<file path="src/rtl/chunked_adder_pkg.sv">
// Shared types and elaboration helpers for the slice-serial adder/subtractor.
package chunked_adder_pkg;

  typedef enum logic [1:0] {
    IDLE,
    RUN,
    DONE
  } state_e;

  // Returns 0 for an illegal N/W pairing so the instantiating module can reject it.
  function automatic int unsigned slice_count(input int unsigned n, input int unsigned w);
    if (w == 0 || n == 0 || (n % w) != 0) return 0;
    return n / w;
  endfunction

endpackage

</file>
<file path="src/rtl/chunked_adder_slice.sv">
// W-bit combinational slice: {co, s} = x + y + ci.
module slice_adder #(
  parameter int unsigned W = 2
) (
  input  logic [W-1:0] x_i,
  input  logic [W-1:0] y_i,
  input  logic         ci_i,
  output logic [W-1:0] s_o,
  output logic         co_o
);

  logic [W:0] total;

  always_comb begin
    total = {1'b0, x_i} + {1'b0, y_i} + {{W{1'b0}}, ci_i};
  end

  assign s_o  = total[W-1:0];
  assign co_o = total[W];

endmodule

</file>
<file path="src/rtl/chunked_adder.sv">
// Multi-cycle N-bit adder/subtractor processing W bits per clock with valid/ready flow control.
module chunked_adder
  import chunked_adder_pkg::*;
#(
  parameter int unsigned N = 8,
  parameter int unsigned W = 2
) (
  input  logic         clk,
  input  logic         rst,
  input  logic         in_valid,
  output logic         in_ready,
  input  logic [N-1:0] a,
  input  logic [N-1:0] b,
  input  logic         cin,
  input  logic         sub,
  output logic         out_valid,
  input  logic         out_ready,
  output logic [N-1:0] sum,
  output logic         cout,
  output logic         ovf,
  output logic         zero
);

  localparam int unsigned S    = slice_count(N, W);
  localparam int unsigned IDXW = (S > 1) ? $clog2(S) : 1;

  generate
    if (S == 0) begin : g_bad_params
      $error("chunked_adder: N must be a positive multiple of W and W >= 1");
    end
  endgenerate

  state_e          state_q, state_d;
  logic [IDXW-1:0] idx_q, idx_d;
  logic            carry_q, carry_d;
  logic [N-1:0]    a_q, a_d;
  logic [N-1:0]    b_q, b_d;
  logic [N-1:0]    sum_q, sum_d;
  logic            a_sign_q, a_sign_d;
  logic            b_sign_q, b_sign_d;
  logic            cout_q, cout_d;
  logic            ovf_q, ovf_d;
  logic            zero_q, zero_d;

  logic [31:0]     base;
  logic [W-1:0]    slice_x, slice_y, slice_s;
  logic            slice_co;

  assign base    = 32'(idx_q) * W;
  assign slice_x = a_q[base +: W];
  assign slice_y = b_q[base +: W];

  slice_adder #(.W(W)) u_slice (
    .x_i  (slice_x),
    .y_i  (slice_y),
    .ci_i (carry_q),
    .s_o  (slice_s),
    .co_o (slice_co)
  );

  always_ff @(posedge clk or posedge rst) begin
    if (rst) begin
      state_q  <= IDLE;
      idx_q    <= '0;
      carry_q  <= 1'b0;
      a_q      <= '0;
      b_q      <= '0;
      sum_q    <= '0;
      a_sign_q <= 1'b0;
      b_sign_q <= 1'b0;
      cout_q   <= 1'b0;
      ovf_q    <= 1'b0;
      zero_q   <= 1'b0;
    end else begin
      state_q  <= state_d;
      idx_q    <= idx_d;
      carry_q  <= carry_d;
      a_q      <= a_d;
      b_q      <= b_d;
      sum_q    <= sum_d;
      a_sign_q <= a_sign_d;
      b_sign_q <= b_sign_d;
      cout_q   <= cout_d;
      ovf_q    <= ovf_d;
      zero_q   <= zero_d;
    end
  end

  always_comb begin
    state_d  = state_q;
    idx_d    = idx_q;
    carry_d  = carry_q;
    a_d      = a_q;
    b_d      = b_q;
    sum_d    = sum_q;
    a_sign_d = a_sign_q;
    b_sign_d = b_sign_q;
    cout_d   = cout_q;
    ovf_d    = ovf_q;
    zero_d   = zero_q;

    case (state_q)
      IDLE: begin
        if (in_valid) begin
          // Subtraction is a + ~b + 1, so the borrow-in is folded into the initial carry.
          a_d      = a;
          b_d      = sub ? ~b : b;
          carry_d  = cin ^ sub;
          a_sign_d = a[N-1];
          b_sign_d = sub ? ~b[N-1] : b[N-1];
          idx_d    = '0;
          state_d  = RUN;
        end
      end
      RUN: begin
        sum_d[base +: W] = slice_s;
        carry_d          = slice_co;
        idx_d            = idx_q + 1'b1;
        if (idx_q == IDXW'(S - 1)) begin
          // Flags are taken from the completed sum so they are valid together with out_valid.
          cout_d  = slice_co;
          ovf_d   = (a_sign_q == b_sign_q) && (sum_d[N-1] != a_sign_q);
          zero_d  = (sum_d == '0);
          idx_d   = '0;
          state_d = DONE;
        end
      end
      DONE: begin
        if (out_ready) state_d = IDLE;
      end
      default: state_d = IDLE;
    endcase
  end

  assign in_ready  = (state_q == IDLE);
  assign out_valid = (state_q == DONE);
  assign sum       = sum_q;
  assign cout      = cout_q;
  assign ovf       = ovf_q;
  assign zero      = zero_q;

endmodule

</file>
<file path="config.mk">
export PLATFORM = sky130hd
export DESIGN_NAME = chunked_adder
export DESIGN_NICKNAME = d
export VERILOG_FILES = /design/src/rtl/chunked_adder_pkg.sv /design/src/rtl/chunked_adder_slice.sv /design/src/rtl/chunked_adder.sv
export SDC_FILE = /design/constraint.sdc
export NUM_CORES = 1
export LEC_CHECK = 0
export BUFFER_PORTS_ARGS = -buffer_cell sky130_fd_sc_hd__buf_2
export CORE_ASPECT_RATIO = 0.5
export CORE_MARGIN = 2
export CORE_UTILIZATION = 39
export DETAILED_ROUTE_END_ITERATION = 6
export PLACE_DENSITY = 0.68
export SETUP_SLACK_MARGIN = 0.05
export SLEW_MARGIN = 20
export SYNTH_ARGS = -nofsm -noshare
export SYNTH_HDL_FRONTEND = slang
export SYNTH_HIERARCHICAL = 1
export SYNTH_SLANG_ARGS = --single-unit
</file>
<file path="constraint.sdc">
create_clock -name clk -period 3.69 [get_ports clk]
set_clock_uncertainty 0.1 [all_clocks]
set_input_delay 0.738 -clock clk [delete_from_list [all_inputs] [get_ports clk]]
set_output_delay 0.738 -clock clk [all_outputs]
set_load 0.05 [all_outputs]
</file>
==> impl_results.md, run 1 <==
* Status: completed
* Peak supply drop at 0.295 mV
* Post-route DRC violation count at 0
* Final setup viols at 0
* Bufs on Longest Clock Path at 2
* Drt total wl at 3.43 mm
* Worst r2r src: idx_q[0]
* HP Start: carry_q
* Total Power at 2.07 mW
* Detail Route Antenna Nets at 0
* Top cells by area, synth: dfrtp_1 (46%), mux2_2 (6.4%), mux4_2 (5.1%), ha_1 (4.3%), xnor2_1 (4.0%)
* Number of fill cells in the layout at 410
* Unique cell type count in the Yosys netlist at 38
* Gate Count Post-Synth at 163
* Number of synthesized flops with an enable pin at 0
* Fin crit share at 0.824
* Initial Util at 0.401
* Worst Path Buf+Inv at 2
* Worst EP required at 3770 ps
* Critical path arrival at 3130 ps
* Critical path type: reg2reg
* Post-DP HPWL at 2.54 mm
* Worst min path class: reg2reg
* Crit Reg-Reg Endpoint: zero
* CP top delay family: flip-flops
* Largest stage delay, worst path at 700 ps
* Leading area contributor after synthesis: dfrtp_1
* Total die area at 5070 µm²
* Vias per inst at 5.00
* Die X-Extent at 98.7 µm
* Crit path cell chain: mux4_2, inv_1, fa_1, fa_1, inv_1, nand2b_1, nor3b_1, a221oi_1, a41o_1
* RSZ-0062 raised after global routing: no
* Vias in the first global route at 1309
* Critical-path maximum fanout at 17
* PD cells at 1000 nW/µm²
* Leakage power at 0.985 nW
* GP Congestion at 0.833
* Rows at 17
* Synth Flop Type: dfrtp_1
* Worst Reg-to-Reg Cells at 9
* Hold endpoint: carry_q
* Initial antenna violation count at 0
* Largest net degree at the start of global routing at 33
* WL/cell at 13.3 µm
* CTS tree: built
* Number of buffers added on ports at 34
* Async SR Flop Fraction at 1.00
* Via count at 1291
* Core area at 4360 µm²
* Post-Place Setup Slack at 628 ps
* Post-synth top area share at 0.457
* Slew headroom at 0.625
* Share of layout cells above drive strength 1 at 0.318
* Total GRT Usage at 0.155
* Max H-tree Level at 2
* GR Overflow Total at 0
* Worst setup EP type: flop
* Die height at 51.4 µm
* Slew Limit Fails at 0
* Final worst setup slack at 649 ps
* Top cells by count, synth: dfrtp_1 (32), nand2_1 (17), nor2_1 (15), inv_1 (13), mux2_2 (10)
* FF+latch count, synth at 32
* Mean post-synth cell area at 10.7 µm²
* Yosys synthesis warning count at 6
* Clk_lat worst skew at 290 ps
* Post-route minimum period at 3040 ps
* Hold_ws at 386 ps
* Hold path cells at 2
* Layout area overhead at 18.4%
* Fin. Hold Viols at 0
* Setup total negative slack at 0 ps
* Max-cap violations at 0
* Clock buffer count from CTS at 5
* Worst-Margin Slew at 563 ps
* Clock Tree Root: clkbuf_8
* Ant. Diodes at 0
* Clock transition at the registers of the reported paths at 70 ps
* Final-stage net count at 230
* Total nets after synthesis at 193
* First-pass GRT wire length at 5.92 mm
* Drt pass-1 iters at 4
* DR iter-0 viols at 46
* Mapped cell area at 1750 µm²
* Seq/Total Area, Yosys at 0.457
* Reg-to-reg setup timing slack at 650 ps
* Top-level port count at 35
* Most common cell in the synthesized netlist: dfrtp_1
* Post-CTS Setup Bufs at 0
* Hold Buf Count CTS at 0
* CP max stage cell: dfrtp_1
* Gates resized, CTS repair at 0
* Critical path startpoint category: flop
* Fmax achieved at 329 MHz
* Sink Count at 32
-- flip-flops by register name, indices dropped and copies added, names as in the netlist --
name     cells
state_q      2
ovf          1
a_q          8
b_q          8
idx_q        2
cout         1
sum          8
carry_q      1
zero         1
-- layout by cell type, fill, tap and decap left out, types with 2 or more instances in the layout --
cell type	synthesis	final
a21oi_1	9	9
and2_1	2	2
buf_2	4	34
buf_4	1	2
clkbuf_8	0	6
clkinv_2	0	2
dfrtp_1	32	32
fa_1	2	2
ha_1	6	6
inv_1	13	13
mux2_2	10	10
mux2i_1	2	2
mux4_2	4	4
nand2_1	17	17
nand2b_1	5	5
nand3_1	3	3
nor2_1	15	15
o21ai_0	6	6
o21bai_1	2	2
o31ai_1	2	2
xnor2_1	8	8
-- power by group --
| part | total, mW | switching (mW) | internal (mW) |
|---|---|---|---|
| combinational | 1.14 | 0.711 | 0.429 |
| sequential | 0.652 | 0.140 | 0.512 |
| clock | 0.282 | 0.134 | 0.149 |
| total | 2.07 | 0.984 | 1.09 |
-- worst max-delay path by stage --
stage | slack [ps] | endpoint | startpoint | depth (start not counted)
detailed placement | 630 | zero | idx_q[0] | 9
CTS | 620 | zero | idx_q[0] | 9
finish | 650 | zero | idx_q[0] | 9
floorplan | 940 | zero | idx_q[0] | 10
global route | 400 | zero | idx_q[0] | 9
global placement | 770 | zero | idx_q[0] | 9
-- cell type report --
type	instances	area (µm²)	share of cell area
clock buffer	6	82.6	0.0399
clock inverter	2	10.0	0.00483
inverter	13	48.8	0.0236
multi-input combinational	112	873	0.421
sequential	32	801	0.386
tap	57	71.3	0.0344
timing repair buffer	36	185	0.0894
-- worst reg2reg max path, delay by kind of cell (launching register included) --
| family | cells | cell delay [ps] |
|---|---|---|
| adder cells (fa/ha/maj) | 2 | 610 |
| flip-flops | 1 | 700 |
| AO/OA/AOI/OAI | 2 | 380 |
| buffers and inverters | 2 | 230 |
| multiplexers | 1 | 570 |
| AND/OR/NAND/NOR | 2 | 340 |
-- logic make-up (layout without fill, tap and decap cells) --
| family | count (synthesis) | after routing | share of synthesized area |
|---|---|---|---|
| multiplexers | 16 | 16 | 0.127 |
| buffers and inverters | 19 | 57 | 0.0465 |
| flip-flops | 32 | 32 | 0.457 |
| AO/OA/AOI/OAI | 28 | 28 | 0.112 |
| XOR/XNOR | 9 | 9 | 0.0450 |
| AND/OR/NAND/NOR | 51 | 51 | 0.147 |
| adder cells (fa/ha/maj) | 8 | 8 | 0.0658 |
-- per-layer routing --
| layer | up-vias | GRT usage | routed length (µm) |
|---|---|---|---|
| met4 | 0 | 0.0913 | 81 |
| met5 | - | 0 | 0 |
| met3 | 7 | 0.0424 | 131 |
| li1 | 627 | - | - |
| met2 | 21 | 0.248 | 1620 |
| met1 | 636 | 0.190 | 1600 |
-- through the flow --
step                       util  instances  cell area, µm²
after floorplan               -        163            1750
after global placement    0.454        250            1980
after detailed placement  0.454        250            1980
after CTS                 0.475        258            2070
after global routing      0.475        258            2070
final                     0.475        258            2070
Note: power is estimated with default switching activity, not from simulation.
==> inputs of run 2 (changes only) <==
Settings changed: ABC_AREA from default to 1.
Clock period 3.69 ns to 2.9 ns, I/O delays scaled along.
==> impl_results.md, run 2 <==
* Clock Tree Root: clkbuf_8
* RSZ-0062 raised after global routing: no
* Worst r2r src: idx_q[1]
* Rows at 17 (unchanged)
* Top-level port count at 35 (unchanged)
* Critical-path maximum fanout at 6 (-11)
* CP dominant cell by count: nand2_1
* Critical path arrival at 2740 ps (-390 ps)
* Core area at 4400 µm² (+0.98%)
* Fin cells at 332 (+29%)
* Final worst setup slack at 277 ps (-371 ps)
* Most common cell after layout, fill and taps aside: nand2_1
* Top cells by count, synth: nand2_1 (65), nor2_1 (33), dfrtp_1 (32), inv_1 (28), o21ai_0 (25)
* FF+latch count, synth at 32 (unchanged)
* Most frequent cells in the layout: nand2_1 (65), buf_2 (34), nor2_1 (32)
* Psw at 1.25 mW (+27%)
* Crit path cell chain: inv_2, o21ai_0, o22ai_1, inv_1, fa_1, fa_1, inv_1, nand3_1, nor2_2, nor2_2, nand2_1, nor2_1, nand2_1, nand2_1
* Clk_lat worst skew at 280 ps (about the same)
* Seq/Total Area, Yosys at 0.449 (-0.00866)
* GP Congestion at 0.870 (+4.4%)
* Drt total wl at 3.78 mm (+10%)
* Bufs on Longest Clock Path at 2 (unchanged)
* Max-cap violations at 0 (unchanged)
* Peak supply drop at 0.316 mV (+7.1%)
* Number of buffers added on ports at 34 (unchanged)
* Async SR Flop Fraction at 1.00 (unchanged)
* Share of layout cells above drive strength 1 at 0.211 (-0.107)
* Yosys synthesis warning count at 6 (unchanged)
* Detail Route Antenna Nets at 0 (unchanged)
* Placed cells at 321 (+28%)
* Worst min path class: in2async
* Leading area contributor after synthesis: dfrtp_1
* Most common cell in the synthesized netlist: nand2_1
* Final-stage net count at 304 (+32%)
* Worst-Margin Slew at 592 ps (+29.6 ps)
* CP top delay family: adder cells
* Largest stage delay, worst path at 500 ps (-200 ps)
* Final setup viols at 0 (unchanged)
* Reg-to-reg setup timing slack at 280 ps (-370 ps)
* Unique cell type count in the Yosys netlist at 22 (-42%)
* Fin. Hold Viols at 0 (unchanged)
* Die height at 51.8 µm (+0.89%)
* Post-layout util at 0.486 (+0.0108)
* Total nets after synthesis at 262 (+36%)
* Worst Path Buf+Inv at 3 (+1)
* Vias per inst at 4.66 (-6.9%)
* FF/Latch Area at 803 µm² (+0.31%)
* PD cells at 1190 nW/µm² (+19%)
* Number of synthesized flops with an enable pin at 0 (unchanged)
* Worst EP required at 3020 ps (-750 ps)
* P_int at 1.30 mW (+19%)
* Status: completed
* Worst Reg-to-Reg Cells at 14 (+5)
* Total GRT Usage at 0.160 (+0.00563)
* Drt pass-1 iters at 4 (unchanged)
* First-pass GRT wire length at 6.45 mm (+9.0%)
* Slew headroom at 0.604 (-0.0207)
* DR iter-0 viols at 67 (+46%)
* Die X-Extent at 99.7 µm (+0.92%)
* Number of fill cells in the layout at 457 (+11%)
* Post-route DRC violation count at 0 (unchanged)
* Sw Share at 0.490 (+0.0157)
* GR Overflow Total at 0 (unchanged)
* Clock transition at the registers of the reported paths at 70 ps (about the same)
* Post-Place Setup Slack at 148 ps (-480 ps)
* Post-synth top area share at 0.449 (-0.00866)
* Area occupied by multi-input gates at 830 µm² (-5.0%)
* Post-DP HPWL at 2.90 mm (+14%)
* Sequential share of power at 0.305 (-0.009)
* Slew Limit Fails at 0 (unchanged)
* Power share of the combinational group at 0.557 (+0.007)
* Initial antenna violation count at 0 (unchanged)
* Ant. Diodes at 0 (unchanged)
* CP max stage cell: fa_1
* Synth Flop Type: dfrtp_1
* Via count at 1546 (+20%)
* Critical path startpoint category: flop
* Clock Power Share at 0.137 (about the same)
* WL/cell at 11.4 µm (-14%)
* Crit Reg-Reg Endpoint: zero
* Post-route minimum period at 2620 ps (-419 ps)
* Total die area at 5160 µm² (+1.8%)
* Fmax achieved at 381 MHz (+16%)
* Mapped cell area at 1780 µm² (+1.9%)
* Clock buffer count from CTS at 5 (unchanged)
* Critical path type: reg2reg
* Mean post-synth cell area at 7.69 µm² (-28%)
* Setup total negative slack at 0 ps (unchanged)
* Top cells by area, synth: dfrtp_1 (45%), nand2_1 (14%), o21ai_0 (7.0%), nor2_1 (6.9%), inv_1 (5.9%)
* Initial Util at 0.405 (+0.00379)
* Vias in the first global route at 1463 (+12%)
* Fin crit share at 0.904 (+0.0802)
* Worst setup EP type: flop
* Max H-tree Level at 2 (unchanged)
* Total Power at 2.55 mW (+23%)
* Largest net degree at the start of global routing at 33 (unchanged)
* Leakage power at 1.15 nW (+17%)
* CTS tree: built
* Final Cell Area at 2140 µm² (+3.3%)
* Gate Count Post-Synth at 232 (+42%)
* Hold_ws at 265 ps (-121 ps)
* Layout area overhead at 19.9%
* Sink Count at 32 (unchanged)
* Placed Instance Area at 2020 µm² (+2.0%)
## run 2: cell count changes after synthesis, moves of 3 or more
cell      previous run  this run
a21oi_1              9         0
inv_1               13        28
mux2_2              10         0
mux4_2               4         0
nand2_1             17        65
nand2b_1             5         0
nand3_1              3        11
nor2_1              15        33
o21ai_0              6        25
o22ai_1              1         4
## run 2: layout make-up
class | count | share of cell area
clock buffer | 8 | 0.0421
tap | 57 | 0.0333
sequential | 32 | 0.375
timing repair buffer | 42 | 0.108
multi-input combinational | 163 | 0.388
inverter | 30 | 0.0538
## run 2: kinds of logic (layout without fill, tap and decap cells)
kind of cell / after synthesis / after routing / synth area share
flip-flops: 32 / 32 / 0.449
AND/OR/NAND/NOR: 113 / 113 / 0.254
adder cells (fa/ha/maj): 8 / 8 / 0.0645
buffers and inverters: 37 / 80 / 0.0877
AO/OA/AOI/OAI: 33 / 33 / 0.101
XOR/XNOR: 9 / 9 / 0.0442
## run 2: worst min-delay path, stage by stage
cell,delay [ps]
buf_2,90
inv_1,40
buf_4,350
## run 2: repair_timing
| item | 4_1_cts | 5_1_grt |
|---|---|---|
| hold buffers | 0 | 0 |
| setup endpoints to repair | 0 | 5 |
| resized for setup | 0 | 6 |
| buffers inserted | 0 | 3 |
## run 2: how the worst max path moves through the flow
stage          startpoint   end  slack (ps)  cells past startpoint
5_1_grt          idx_q[1]  zero          70                     14
3_5_place_dp     idx_q[1]   ovf         150                     14
3_3_place_gp     idx_q[0]   ovf         330                     14
2_1_floorplan    idx_q[0]   ovf         300                     14
6_report         idx_q[1]  zero         280                     14
4_1_cts          idx_q[1]   ovf         140                     14
## run 2: routing by layer
layer	wire, µm	track usage	vias up
met4	36	0.0525	0
met3	158	0.0470	4
met1	1910	0.213	713
li1	-	-	798
met2	1680	0.255	31
met5	0	0	-
## run 2: power by group through the flow
stage	Clock (mW)	Combinational [mW]	Sequential, mW
finish	0.350	1.42	0.779
detailed placement	0	1.40	0.778
CTS	0.358	1.40	0.774
global route	0.375	1.62	0.805
floorplan	0	0.934	0.909
global placement	0	1.35	0.778
